===== src/rtl/intr_ctrl.sv =====
// rtl/intr_ctrl.sv - exception/interrupt sequencer driving Cause/EPC writes, flush and PC redirect
module intr_ctrl #(
    parameter logic [31:0] HANDLER_ADDR = 32'h0000_0004,
    parameter int          SYNC_STAGES  = 2
) (
    input  logic        clk,
    input  logic        rst,
    input  logic        stall,
    input  logic        int_req,
    input  logic        exc_ovf,
    input  logic        exc_ri,
    input  logic        exc_sys,
    input  logic        eret,
    input  logic [31:0] ex_pc,
    output logic        cause_write,
    output logic [31:0] cause_data,
    output logic        epc_write,
    output logic [31:0] epc_data,
    output logic        flush,
    output logic        pc_redirect,
    output logic [31:0] redirect_pc,
    output logic        ie,
    output logic        in_handler,
    output logic        double_fault
);

    typedef enum logic [1:0] {S_IDLE, S_TAKE, S_HANDLER, S_RETURN} state_t;

    state_t                 r_state;
    state_t                 w_next;
    logic [SYNC_STAGES-1:0] r_sync;
    logic [31:0]            r_saved_epc;

    logic        r_cause_write, r_epc_write, r_flush, r_pc_redirect;
    logic        r_ie, r_in_handler, r_double_fault;
    logic [31:0] r_cause_data, r_epc_data, r_redirect_pc;

    logic        w_cause_write, w_epc_write, w_flush, w_pc_redirect;
    logic        w_ie, w_in_handler, w_double_fault;
    logic [31:0] w_cause_data, w_epc_data, w_redirect_pc, w_saved_epc;

    logic        w_any_exc;
    logic        w_int_pend;
    logic        w_take;
    logic        w_ret;
    logic [1:0]  w_code;
    logic [31:0] w_epc;

    assign w_any_exc  = exc_ovf | exc_ri | exc_sys;
    assign w_int_pend = r_sync[SYNC_STAGES-1] & r_ie;
    assign w_take     = (r_state == S_IDLE) & ~stall & (w_any_exc | w_int_pend);
    assign w_ret      = (r_state == S_HANDLER) & ~stall & eret;

    always_comb begin
        if (exc_ovf)      w_code = 2'b11;
        else if (exc_ri)  w_code = 2'b10;
        else if (exc_sys) w_code = 2'b01;
        else              w_code = 2'b00;
    end

    // Syscall resumes after itself; faults and interrupts re-execute the EX instruction.
    assign w_epc = (w_code == 2'b01) ? ex_pc + 32'd4 : ex_pc;

    always_ff @(posedge clk or posedge rst) begin
        if (rst) r_state <= S_IDLE;
        else     r_state <= w_next;
    end

    always_comb begin
        w_next = r_state;
        case (r_state)
            S_IDLE:    if (w_take) w_next = S_TAKE;
            S_TAKE:    w_next = S_HANDLER;
            S_HANDLER: if (w_ret) w_next = S_RETURN;
            S_RETURN:  w_next = S_IDLE;
            default:   w_next = S_IDLE;
        endcase
    end

    // Next values of the registered outputs; pulses land in the cycle the new state is entered.
    always_comb begin
        w_cause_write  = 1'b0;
        w_epc_write    = 1'b0;
        w_flush        = 1'b0;
        w_pc_redirect  = 1'b0;
        w_cause_data   = r_cause_data;
        w_epc_data     = r_epc_data;
        w_redirect_pc  = r_redirect_pc;
        w_saved_epc    = r_saved_epc;
        w_ie           = r_ie;
        w_double_fault = r_double_fault;
        w_in_handler   = (w_next == S_HANDLER);
        case (r_state)
            S_IDLE: begin
                if (w_take) begin
                    w_cause_write = 1'b1;
                    w_epc_write   = 1'b1;
                    w_flush       = 1'b1;
                    w_pc_redirect = 1'b1;
                    w_cause_data  = {28'b0, w_code, 2'b00};
                    w_epc_data    = w_epc;
                    w_saved_epc   = w_epc;
                    w_redirect_pc = HANDLER_ADDR;
                    w_ie          = 1'b0;
                end
            end
            S_HANDLER: begin
                if (~stall & w_any_exc) w_double_fault = 1'b1;
                if (w_ret) begin
                    w_flush       = 1'b1;
                    w_pc_redirect = 1'b1;
                    w_redirect_pc = r_saved_epc;
                    w_ie          = 1'b1;
                end
            end
            default: ;
        endcase
    end

    always_ff @(posedge clk or posedge rst) begin
        if (rst) begin
            r_sync         <= '0;
            r_saved_epc    <= '0;
            r_cause_write  <= 1'b0;
            r_epc_write    <= 1'b0;
            r_flush        <= 1'b0;
            r_pc_redirect  <= 1'b0;
            r_cause_data   <= '0;
            r_epc_data     <= '0;
            r_redirect_pc  <= '0;
            r_ie           <= 1'b1;
            r_in_handler   <= 1'b0;
            r_double_fault <= 1'b0;
        end else begin
            r_sync         <= {r_sync[SYNC_STAGES-2:0], int_req};
            r_saved_epc    <= w_saved_epc;
            r_cause_write  <= w_cause_write;
            r_epc_write    <= w_epc_write;
            r_flush        <= w_flush;
            r_pc_redirect  <= w_pc_redirect;
            r_cause_data   <= w_cause_data;
            r_epc_data     <= w_epc_data;
            r_redirect_pc  <= w_redirect_pc;
            r_ie           <= w_ie;
            r_in_handler   <= w_in_handler;
            r_double_fault <= w_double_fault;
        end
    end

    assign cause_write  = r_cause_write;
    assign cause_data   = r_cause_data;
    assign epc_write    = r_epc_write;
    assign epc_data     = r_epc_data;
    assign flush        = r_flush;
    assign pc_redirect  = r_pc_redirect;
    assign redirect_pc  = r_redirect_pc;
    assign ie           = r_ie;
    assign in_handler   = r_in_handler;
    assign double_fault = r_double_fault;

endmodule

===== config.mk =====
export PLATFORM = sky130hd
export DESIGN_NAME = intr_ctrl
export DESIGN_NICKNAME = d
export VERILOG_FILES = /design/src/rtl/intr_ctrl.sv
export SDC_FILE = /design/constraint.sdc
export NUM_CORES = 1
export LEC_CHECK = 0
export BUFFER_PORTS_ARGS = -buffer_cell sky130_fd_sc_hd__buf_4
export CORE_MARGIN = 2
export CORE_UTILIZATION = 51
export CTS_BUF_LIST = sky130_fd_sc_hd__clkbuf_8
export DETAILED_ROUTE_END_ITERATION = 8
export HOLD_SLACK_MARGIN = 0.05
export PLACE_DENSITY = 0.83
export SLEW_MARGIN = 10
export SYNTH_ARGS = -nofsm -noshare
export SYNTH_HDL_FRONTEND = slang
export SYNTH_SLANG_ARGS = --single-unit

===== constraint.sdc =====
create_clock -name clk -period 3.5 [get_ports clk]
set_clock_uncertainty 0.2 [all_clocks]
set_input_delay 0.525 -clock clk [delete_from_list [all_inputs] [get_ports clk]]
set_output_delay 0.525 -clock clk [all_outputs]
set_load 0.005 [all_outputs]

== Word level (Yosys, flattened, before mapping) ==
Index checks and enable logic that the tools add are counted.

* Bitwise operators: 10
* Mux-type cells: 17
* $add $sub $neg: 1
* Equal/unequal tests: 7
* Reductions and logical operators: 5

{| class="wikitable"
|+ Operators with widths
! cell !! count
|-
| 32-bit two-way mux || 3
|-
| 32-bit one-hot mux with 2 select lines || 1
|-
| 32-bit by 3-bit adder with 32-bit output (second input constant) || 1
|-
| 2-bit two-way mux || 4
|-
| 2-bit one-hot mux with 4 select lines || 1
|-
| 1-bit bitwise AND || 6
|-
| 2-bit == test (second input constant) || 3
|-
| 1-bit two-way mux || 6
|-
| 2-bit by 1-bit == test with 1-bit output (second input constant) || 2
|-
| 2-bit inequality test (second input constant) || 2
|-
| 1-bit one-hot mux with 2 select lines || 2
|-
| 2-bit AND reduction || 2
|-
| 1-bit OR || 3
|-
| 3-bit AND reduction || 1
|-
| 2-bit zero test || 1
|-
| 2-bit nonzero test || 1
|-
| 1-bit inverter || 1
|}

* Register bits: 75

== Depth between registers and ports, before layout ==
* Depth after elaboration: 7
* Depth in mapped cells: 9
* Depth with buffers taken out: 6

== Worst setup path before layout ==
OpenSTA, ideal clock, no wires.

* Kind: flip-flop to flip-flop
* From: register r_state[0]
* To: register r_redirect_pc[28] (netlist: redirect_pc[28])
* Path slack: 1,261 ps
* Cell stages (with the launch flop): 10
* Data arrival time: 1,956 ps
* Data required time: 3,217 ps
* Cell sequence: dfrtp_1 -> inv_1 -> ha_1 -> clkbuf_1 -> mux2_2 -> o211ai_1 -> clkbuf_1 -> clkbuf_1 -> nand2_1 -> o21ai_0

* Cells in the longest elaborated chain, start to end: 5
* Elaborated cells on any way between the ends: 11
* Those cells by class: eq/ne: 3; mux: 1; bitwise: 4; reduce/logical: 3

{| class="wikitable"
|+ Ends and longest elaborated chain
! element !! line !! RTL
|-
| start, declared || 29 || <nowiki>state_t r_state;</nowiki>
|-
| start signal, assigned || 66 || <nowiki>else r_state <= w_next;</nowiki>
|-
| 2-bit == test or 2-bit zero test (tied branches) || 52, 93, 51 ||
|-
| 1-bit bitwise AND, on equally long branches (2 in a row) || 52, 51 ||
|-
| 2-bit inequality test (no source line) || -- ||
|-
| 3-bit AND reduction (no source line) || -- ||
|-
| end signal, assigned || 143 || <nowiki>r_redirect_pc <= w_redirect_pc;</nowiki>
|-
| end, declared || 36 || <nowiki>logic [31:0] r_cause_data, r_epc_data, r_redirect_pc;</nowiki>
|}

Parallel ways exist; a longest one is shown, timed or not.
A chain may end at the register's enable or synchronous reset.

== Final worst setup path ==
* From: input port exc_ovf
* To: register r_epc_data[26] (netlist: epc_data[26])

* Cells in the longest elaborated chain, start to end: 5
* Elaborated cells on any way between the ends: 8
* Those cells by class: eq/ne: 1; mux: 2; bitwise: 4; reduce/logical: 1

{| class="wikitable"
|+ Ends and longest elaborated chain
! element !! line !! RTL
|-
| start, declared || 10 || <nowiki>input logic exc_ovf,</nowiki>
|-
| 1-bit OR (2 in a row) || 49 || <nowiki>assign w_any_exc = exc_ovf | exc_ri | exc_sys;</nowiki>
|-
| 1-bit OR || 51 || <nowiki>assign w_take = (r_state == S_IDLE) & ~stall & (w_any_exc | w_int_pend);</nowiki>
|-
| 1-bit bitwise AND || 51 ||
|-
| 2-bit AND reduction (no source line) || -- ||
|-
| end signal, assigned || 142 || <nowiki>r_epc_data <= w_epc_data;</nowiki>
|-
| end, declared || 36 ||
|}

Parallel ways exist; a longest one is shown, timed or not.

==> flow_summary_export.csv <==
group,metric,value,unit
run_status,status,"complete, no violations",
placed_design,dp.cells,598,
timing,setup_tns,0,ns
timing,maxSlewViolCount,0,
clock_tree,cts_tree,"yes",
clock_tree,cts_inserted_buffers,9,
worst_setup_path,crit_fanout,18,
floorplan,die_w,89.29,um
global_routing,grt_pass1_wl,12700,um
global_routing,grt_max_degree,69,
global_routing,grt_usage,0.2055,
synth,syn_avg_cell_area,9.093,sq um
route,via_per_inst,5.145,
layout,drive_above_1_share,0.2749,
layout,nets,553,
synth,synth_warnings,0,
route,ant_nets,0,
timing,rsz0062_at_grt,"no",
worst_setup_path,worstPathRequired,3.56,ns
route,post_drt_wl_per_cell,13.53,um
worst_setup_path,r2r_setup_slack,1.06,ns
route,drc_errors,0,
synth,ys_seq_elements,75,
run,maxCapViolations,0,
power,p_leak,2.156,nW
floorplan,initial_core_util,0.5198,
synth,yosys.area_share.xor_xnor,0.02597,
floorplan,dieArea,0.007973,sq mm
synth,synth_top_family_by_area,"simple AND/OR/NAND/NOR gates",
layout,stdcell_count,612,
global_routing,grt-ovfl-total,0,
timing,tightestPinTransition,1.125,ns
clock_tree,clock_latency,0.34,ns
synth,synthAdderAreaFrac,0.01012,
timing,max_slew_margin,0.2499,
floorplan,coreArea,0.007137,sq mm
clock_tree,h-tree-depth,3,
floorplan,ioPinCount,143,
clock_tree,root_buffer,"clkbuf_8",
timing,period_share,0.7400,
synth,synth_simple_gate_area_share,0.1987,
placed_design,dp_hpwl,6146,um
timing,hold_slack,0.08918,ns
timing,finalSetupViolCount,0,
layout,final_util,0.6529,
layout,final_cell_area,0.004659,sq mm
placed_design,port-buffer-count,112,
placed_design,gp_congestion,0.7672,
placed_design,placedInstanceArea,0.004512,sq mm
synth,syn_area,0.003710,sq mm
worst_setup_path,worstSetupStartpointType,"input port",
timing,fin_ws,0.9100,ns
layout,antennaDiodeCount,0,
clock_tree,clock_sinks,75,
clock_tree,post_cts_resized,0,
worst_setup_path,arrival,2.65,ns
route,dr.first_iter.drc_count,119,
layout,area_growth,25.60,%
route,drt_wl_total,8278,um
synth,yosysSeqAreaShare,0.5062,
power,power_density,719.1,mW/mm^2
hold_path,hold_class,"in2reg",
synth,synthCells,408,
clock_tree,cts.clk_slew.worst_paths,0.07,ns
worst_setup_path,worstSetupEndpointType,"register",
worst_setup_path,worst-setup-path-type,"in2reg",
floorplan,die_h,89.29,um
timing,max_freq,386.1,MHz
clock_tree,ctsHoldBuffers,0,
synth,synth_compound_area_frac,0.1420,
floorplan,rows,31,
clock_tree,post_cts_buffers,0,
power,max-vdd-ir-drop,0.0002581,V
placed_design,post-place-ws,0.6214,ns
route,dr.pass1.iters,4,
synth,muxShareOfSynthArea,0.01484,
route,vias,3149,
synth,yosys.cell_types.count,33,
power,p_total,3.351,mW
global_routing,antenna_found_initial,0,
global_routing,grt_pass1_vias,2826,
timing,finalHoldViolCount,0,
timing,min_period,2.590,ns
clock_tree,cts_buffer_depth,2,
==> layout make-up <==
| type | count | area, sq um |
|---|---|---|
| clock inverter | 5 | 23.77 |
| multi-input combinational | 295 | 1567 |
| inverter | 10 | 37.54 |
| timing repair buffer | 119 | 905.9 |
| clock buffer | 9 | 123.9 |
| tap | 99 | 123.9 |
| sequential | 75 | 1878 |
| fill | 602 | 2477 |
==> cells in the final DEF (no fill, tap or decap) <==
master    Yosys  routed
buf_4        32     118
dfrtp_1      74      74
nand2_1      72      72
o21ai_0      38      38
nor2_1       33      33
conb_1        1      30
a31oi_1      18      18
or4_1        15      15
a21oi_1      15      15
o31ai_1      14      14
inv_1        10      10
nand4_1       9       9
xor2_1        9       9
clkbuf_8      0       9
nand3_1       8       8
or3_1         5       5
and4_1        4       4
mux2_2        4       4
clkinv_2      0       4
and3_1        4       3
ha_1          3       3
and2_1        2       2
nor2b_1       2       2
a31o_2        2       2
xnor2_1       2       2
a2111o_1      1       1
and3_2        0       1
nor4bb_1      1       1
o211ai_1      1       1
a22oi_1       1       1
inv_2         0       1
nor3b_1       1       1
mux2i_1       1       1
dfstp_2       1       1
buf_12        0       1
==> registers in the layout, summed over array words and instances (netlist names), 2 cells and up <==
| register | flops |
|---|---|
| r_sync | 2 |
| r_state | 2 |
| epc_data | 32 |
| redirect_pc | 32 |
| cause_data | 2 |
==> logic make-up (layout without fill, tap and decap cells) <==
| group | count (synthesis) | in the layout |
|---|---|---|
| AOI/OAI and AO/OA | 90 | 90 |
| xor gates and xnor gates | 11 | 11 |
| adders and majority gates | 3 | 3 |
| buffers and inverters | 67 | 143 |
| DFF | 75 | 75 |
| muxes | 5 | 5 |
| other | 1 | 30 |
| and+or+nand+nor | 156 | 156 |
==> synthesized netlist by cell type <==
master,number,area [sq um]
xor2_1,9,78.83
a21oi_1,15,75.07
nor3b_1,1,7.510
buf_4,32,240.2
o211ai_1,1,7.510
nor2_1,33,123.9
a2111o_1,1,11.26
a31o_2,2,17.52
xnor2_1,2,17.52
buf_1,2,7.510
nor2b_1,2,12.51
mux2_2,4,45.04
conb_1,1,3.750
and3_1,4,25.02
a31oi_1,18,112.6
or3_1,5,31.28
nor4bb_1,1,10.01
o21ai_0,38,190.2
and2_1,2,12.51
o31ai_1,14,105.1
and4_1,4,35.03
mux2i_1,1,10.01
nand3_1,8,40.04
dfrtp_1,74,1852
buf_2,3,15.01
or4_1,15,112.6
dfstp_2,1,26.28
nand2_1,72,270.3
inv_1,10,37.54
clkbuf_1,20,75.07
ha_1,3,37.54
nand4_1,9,56.30
a22oi_1,1,7.510
==> power by group <==
group / internal, mW / switching (mW) / leakage (nW)
Combinational: 0.696 / 0.664 / 1.17
Sequential: 1.22 / 0.241 / 0.901
Clock: 0.242 / 0.292 / 0.0857
Total: 2.15 / 1.20 / 2.16
==> worst max-delay path, cell delays in order <==
cell	delay (ns)
buf_4	0.13
nor4bb_1	0.46
nand4_1	0.65
or4_1	0.68
a31oi_1	0.18
==> worst paths after layout <==
| check | start | end | cells past startpoint |
|---|---|---|---|
| max | exc_ovf | epc_data[26] | 5 |
| min | int_req | r_sync[0] | 1 |
| max reg2reg | ie | epc_data[0] | 3 |
| min reg2reg | r_sync[0] | r_sync[1] | 0 |
| max in group asynchronous | rst | epc_data[26] | 3 |
| min in group asynchronous | rst | double_fault | 2 |
==> layer usage <==
layer  wire (um)  global-route usage
met5           0                   0
met4         127             0.09227
met3         542             0.03601
met2        4007              0.3535
met1        3600              0.2524
No activity file was read; power rests on OpenSTA's default activity.
